## src/rtl/game_sequencer.sv

```systemverilog
// game_sequencer
//   Top-level controller for the dinosaur runner game. It holds the
//   IDLE/RUN/OVER state machine and produces the movement tick that paces
//   the dino and obstacle datapath. The tick period shortens as obstacles
//   are passed. It keeps a 4-digit BCD score and a high score, and picks
//   which of the two is sent to the seven-segment decoder.
//
// Ports
//   clk           in   1   system clock
//   restart_n     in   1   asynchronous active-low reset
//   start         in   1   one-cycle pulse from the debounced jump button
//   collide       in   1   collision level, only acted on while running
//   blk_pass      in   1   one-cycle pulse when an obstacle passes the dino
//   show_highest  in   1   1 = display the high score instead of the score
//   game_tick     out  1   one-cycle pulse advancing the datapath
//   spd_period    out  22  current tick period in clk cycles
//   run           out  1   high while running
//   over          out  1   high while the game is over
//   score_bcd     out  16  current score, 4 BCD digits, [15:12] = thousands
//   disp_num      out  16  value routed to the seven-segment decoder
module game_sequencer #(
  parameter logic [21:0] SPD_INIT   = 22'd2_500_000,
  parameter logic [21:0] SPD_MIN    = 22'd500_000,
  parameter logic [21:0] SPD_STEP   = 22'd100_000,
  parameter logic [3:0]  STEP_SCORE = 4'd10
) (
  input  logic        clk,
  input  logic        restart_n,
  input  logic        start,
  input  logic        collide,
  input  logic        blk_pass,
  input  logic        show_highest,
  output logic        game_tick,
  output logic [21:0] spd_period,
  output logic        run,
  output logic        over,
  output logic [15:0] score_bcd,
  output logic [15:0] disp_num
);

  typedef enum logic [1:0] {
    IDLE = 2'd0,
    RUN  = 2'd1,
    OVER = 2'd2
  } state_t;

  state_t      state_q, state_d;
  logic [21:0] tick_cnt_q, tick_cnt_d;
  logic [21:0] spd_q, spd_d;
  logic [3:0]  pass_cnt_q, pass_cnt_d;
  logic [15:0] score_q, score_d;
  logic [15:0] high_q, high_d;
  logic        game_tick_q, game_tick_d;
  logic        run_q, over_q;

  // Adds one to a 4-digit BCD value, rippling the carry through the
  // digits. The caller stops the score at 9999 before calling this.
  function automatic logic [15:0] bcdInc(input logic [15:0] v);
    logic [15:0] r;
    logic        carry;
    r     = v;
    carry = 1'b1;
    for (int i = 0; i < 4; i++) begin
      if (carry) begin
        if (r[i*4 +: 4] == 4'd9) begin
          r[i*4 +: 4] = 4'd0;
        end else begin
          r[i*4 +: 4] = r[i*4 +: 4] + 4'd1;
          carry       = 1'b0;
        end
      end
    end
    return r;
  endfunction

  // Next-state and datapath logic. A collision ends the cycle's work, so a
  // pass or tick in the same cycle is dropped. The tick compare uses >= so
  // that a period which has just shrunk below the running count still
  // fires on the next cycle and wraps.
  always_comb begin
    state_d     = state_q;
    tick_cnt_d  = '0;
    spd_d       = spd_q;
    pass_cnt_d  = pass_cnt_q;
    score_d     = score_q;
    high_d      = high_q;
    game_tick_d = 1'b0;

    case (state_q)
      IDLE, OVER: begin
        if (start) begin
          state_d    = RUN;
          score_d    = '0;
          pass_cnt_d = '0;
          spd_d      = SPD_INIT;
        end
      end

      RUN: begin
        if (collide) begin
          state_d = OVER;
          if (score_q > high_q) begin
            high_d = score_q;
          end
        end else begin
          if (tick_cnt_q >= spd_q - 22'd1) begin
            game_tick_d = 1'b1;
          end else begin
            tick_cnt_d = tick_cnt_q + 22'd1;
          end

          if (blk_pass) begin
            if (score_q != 16'h9999) begin
              score_d = bcdInc(score_q);
            end
            if (pass_cnt_q == STEP_SCORE - 4'd1) begin
              pass_cnt_d = '0;
              // Checked before subtracting so the period cannot wrap.
              if (spd_q >= SPD_MIN + SPD_STEP) begin
                spd_d = spd_q - SPD_STEP;
              end else begin
                spd_d = SPD_MIN;
              end
            end else begin
              pass_cnt_d = pass_cnt_q + 4'd1;
            end
          end
        end
      end

      default: begin
        state_d = IDLE;
      end
    endcase
  end

  // State and output registers. run/over follow the next state so they
  // rise on the first cycle after the transition edge.
  always_ff @(posedge clk or negedge restart_n) begin
    if (!restart_n) begin
      state_q     <= IDLE;
      tick_cnt_q  <= '0;
      spd_q       <= SPD_INIT;
      pass_cnt_q  <= '0;
      score_q     <= '0;
      high_q      <= '0;
      game_tick_q <= 1'b0;
      run_q       <= 1'b0;
      over_q      <= 1'b0;
    end else begin
      state_q     <= state_d;
      tick_cnt_q  <= tick_cnt_d;
      spd_q       <= spd_d;
      pass_cnt_q  <= pass_cnt_d;
      score_q     <= score_d;
      high_q      <= high_d;
      game_tick_q <= game_tick_d;
      run_q       <= (state_d == RUN);
      over_q      <= (state_d == OVER);
    end
  end

  assign game_tick  = game_tick_q;
  assign spd_period = spd_q;
  assign run        = run_q;
  assign over       = over_q;
  assign score_bcd  = score_q;
  assign disp_num   = show_highest ? high_q : score_q;

endmodule

```

## config.mk

```make
export PLATFORM = sky130hd
export DESIGN_NAME = game_sequencer
export DESIGN_NICKNAME = d
export VERILOG_FILES = /design/src/rtl/game_sequencer.sv
export SDC_FILE = /design/constraint.sdc
export NUM_CORES = 1
export LEC_CHECK = 0
export CORE_ASPECT_RATIO = 0.9
export CORE_MARGIN = 2
export CORE_UTILIZATION = 40
export DETAILED_ROUTE_END_ITERATION = 7
export PLACE_DENSITY_LB_ADDON = 0.1
export SYNTH_ARGS = -nofsm -noshare
export SYNTH_HDL_FRONTEND = slang
export SYNTH_SLANG_ARGS = --single-unit
```

## constraint.sdc

```tcl
create_clock -name clk -period 3 [get_ports clk]
set_clock_uncertainty 0.1 [all_clocks]
set_input_delay 0.75 -clock clk [delete_from_list [all_inputs] [get_ports clk]]
set_output_delay 0.75 -clock clk [all_outputs]
set_load 0.05 [all_outputs]
```

==> flow_summary.toml <==
[die]
core_area_um2 = 13510
initial_core_util = 0.4137
fp.dieW_um = 128.6
die_h_um = 116.2
rows = 40
die_area_um2 = 14940
io_pins = 63

[worst_setup_path]
rr_startpoint = "spd_period[9]"
critPathBufInv = 1
cpLargestDelayFamily = "simple AND/OR/NAND/NOR gates"
r2r-end = "tick_cnt_q[14]"
start_kind = "flop"
path_cells = "nor4_4 -> nand2_2 -> or4_1 -> xnor2_1 -> ha_1 -> nand4_1 -> nor4_2 -> o311ai_2 -> nand2_2 -> clkbuf_16 -> nor3_1"
required_ns = 3.12
cp.arrival_ns = 3.09
crit_type = "reg2reg"
cp-startpoint = "spd_period[9]"
critPathCaptureType = "flop"
crit_cells = 11
crit_top_cell = "nand2_2"
cp_slowest_cell = "or4_1"
rr_worst_depth = 11
slowest_delay_ns = 0.43
r2r_slack_ns = 0.03
worstPathMaxFanout = 11
cp-endpoint = "tick_cnt_q[14]"

[yosys]
netlist_instances = 611
ys_async_sr_fraction = 1.000
ys_ff_latch = 80
syn_area_per_cell_um2 = 9.150
synth_ff_type = "dfrtp_1"
synth_area_um2 = 5590
synth-edff-count = 0
yosysSeqAreaShare = 0.3599
ys_types = 71
ys.warnings.count = 0

[sta]
whs_ns = 0.3321
final_hold_viol_count = 0
rsz0062_at_grt = "yes"
worst_pin_slew_ns = 0.6951
min_period_ns = 2.967
relSlewSlack = 0.5366
tns_ns = 0
finalSetupViolCount = 0
fmax_mhz = 337.1
period_share = 0.9889
finalMaxSlewViolations = 0

[power_and_ir_drop]
clkPwrFrac = 0.216
sw_frac_of_total = 0.4492
power.switching_w = 0.002505
internal-power_w = 0.003072
p_leak_nw = 2.961
power_density_nw_per_um2 = 803.8
irDropWorstVdd_uv = 381.5
power_frac_comb = 0.495
seqPwrFrac = 0.289

[route]
vias = 4883
viasPerCell = 5.685
detail-route-antenna-nets = 0
drt-wirelength-per-cell_um = 17.16
drtIter0Drc = 341
firstDrtPassIters = 5
wl_um = 14740
drc = 0

[final_layout]
nNetsFinal = 740
utilization = 0.5134
antenna-diode-count = 0
fin_area_um2 = 6938
area_growth_pct = 24.10
n_fill_cell = 1219
drive_gt1_frac = 0.1766

[global_routing]
grt_pass1_vias = 4839
grt_pass1_wl_um = 24470
grt.total_usage = 0.2072
grt-ovfl-total = 0
antenna_found_initial = 0
grt_max_degree = 45

[clocking]
clockRootBuffer = "clkbuf_16"
cts_tree = "built"
cts_sinks = 80
cts_buffer_depth = 2
clkLatencyLatePin_ns = 0.34
h-tree-depth = 3
path_clk_slew_ns = 0.06
numCtsBuffers = 9
cts_hold_buf = 0

[place]
port_buffers = 57
place.gp.congestion = 0.7867
postPlaceCellArea_um2 = 6568
dpl.hpwl_um = 10630

[worst_hold_path]
hp-class = "in2async"

[run]
drv_cap = 0

[status]
status = "finished clean"
[cells by family after synthesis]
kind of cell,after synthesis,share of synthesized area
AND/OR/NAND/NOR,226,0.2285
buffers and inverters,64,0.05304
XOR/XNOR,39,0.06110
other,1,0.0006708
flip-flops,80,0.3599
AO/OA/AOI/OAI,140,0.1634
multiplexers,14,0.02820
adder cells (fa/ha/maj),47,0.1052
[layer usage]
layer | vias up | wire length [um] | share of wire | global-route usage
met4 | 0 | 195 | 0.013 | 0.05580
met3 | 17 | 584 | 0.040 | 0.04443
met1 | 2363 | 6690 | 0.45 | 0.2683
met2 | 113 | 7271 | 0.49 | 0.3550
li1 | 2390 | - | - | -
met5 | - | 0 | 0 | 0
[synth_stat cells (2+ instances only)]
| library cell | count | area, um^2 |
|---|---|---|
| dfrtp_1 | 72 | 1802 |
| nand2_1 | 58 | 217.7 |
| ha_1 | 47 | 588.1 |
| o21ai_0 | 33 | 165.2 |
| nor3_1 | 32 | 160.2 |
| inv_1 | 28 | 105.1 |
| nor2_1 | 25 | 93.84 |
| xor2_1 | 23 | 201.4 |
| o21ai_1 | 21 | 105.1 |
| a21oi_1 | 20 | 100.1 |
| nor4_1 | 19 | 118.9 |
| nand3_1 | 17 | 85.08 |
| a32oi_1 | 16 | 140.1 |
| clkbuf_1 | 16 | 60.06 |
| xnor2_1 | 16 | 140.1 |
| mux2_2 | 14 | 157.7 |
| nand4_1 | 13 | 81.33 |
| buf_2 | 12 | 60.06 |
| nand2b_1 | 10 | 62.56 |
| o31ai_1 | 10 | 75.07 |
| dfstp_2 | 8 | 210.2 |
| or3_1 | 6 | 37.54 |
| a21o_1 | 5 | 37.54 |
| buf_4 | 5 | 37.54 |
| nor2b_1 | 5 | 31.28 |
| a31oi_1 | 4 | 25.02 |
| nand3b_1 | 4 | 30.03 |
| and3_1 | 3 | 18.77 |
| and3b_1 | 3 | 26.28 |
| and4_1 | 3 | 26.28 |
| buf_6 | 3 | 33.78 |
| nor2_2 | 3 | 18.77 |
| nor4_4 | 3 | 63.81 |
| o21a_1 | 3 | 22.52 |
| o21bai_1 | 3 | 22.52 |
| o41ai_1 | 3 | 26.28 |
| or4_1 | 3 | 22.52 |
| a211oi_1 | 2 | 15.01 |
| nor4_2 | 2 | 25.02 |
| o211ai_1 | 2 | 15.01 |
| o22a_1 | 2 | 17.52 |
| o22ai_1 | 2 | 12.51 |
| o31a_1 | 2 | 17.52 |
| or2_2 | 2 | 12.51 |
| or3b_1 | 2 | 17.52 |
[power by group through the flow]
stage | clock (W) | combinational [W] | sequential, W
6_report | 0.00120 | 0.00276 | 0.00161
5_1_grt | 0.00128 | 0.00297 | 0.00165
4_1_cts | 0.00124 | 0.00276 | 0.00161
3_5_place_dp | 0 | 0.00275 | 0.00163
3_3_place_gp | 0 | 0.00271 | 0.00162
2_1_floorplan | 0 | 0.00127 | 0.00215
[state kept, by name, indices dropped and copies added, names as in the netlist]
name,cells
tick_cnt_q,22
spd_period,17
high_q,16
score_bcd,16
pass_cnt_q,4
state_q,2
game_tick,1
over,1
run,1
[layout make-up]
cell class | instances | area [um^2] | area share
clock buffer | 12 | 256.5 | 0.03697
clock inverter | 3 | 65.06 | 0.009378
inverter | 28 | 105.1 | 0.01515
multi-input combinational | 471 | 3328 | 0.4797
sequential | 80 | 2014 | 0.2904
tap | 168 | 210.2 | 0.03030
timing repair buffer | 97 | 958.4 | 0.1381
[placed cells by master (no fill, tap or decap), types with 6 or more instances in the layout]
cell type        count
a21oi_1             19
a32oi_1             16
buf_12               9
buf_4               47
clkbuf_16           10
clkdlybuf4s50_1     40
dfrtp_1             70
dfstp_2              8
ha_1                47
inv_1               28
mux2_2              14
nand2_1             56
nand2b_1            10
nand3_1             17
nand4_1             13
nor2_1              25
nor3_1              32
nor4_1              18
o21ai_0             33
o21ai_1             21
o31ai_1             10
or3_1                6
xnor2_1             16
xor2_1              23
[what timing repair did]
action | in CTS | in global routing
setup endpoints to repair | 0 | 23
setup buffers | 0 | 1
resized for setup | 0 | 3
[per-stage QoR]
step	std cells	power [W]	setup WS (ns)
floorplan	615	0.003419	-0.01082
global placement	842	0.004338	0.08803
detailed placement	842	0.004375	0.02122
CTS	857	0.005613	0.008160
global route	859	0.005901	-0.1974
finish	859	0.005577	0.03339
[worst min-delay path by stage]
stage                                 to  slack, ns  depth (start not counted)
after floorplan            pass_cnt_q[3]       0.34                          1
after global placement     pass_cnt_q[3]       0.36                          1
after detailed placement   pass_cnt_q[3]       0.36                          1
after CTS                 spd_period[12]       0.33                          1
after global routing      spd_period[12]       0.36                          1
final                     tick_cnt_q[16]       0.33                          1
Note: power is estimated with default switching activity, not from simulation.
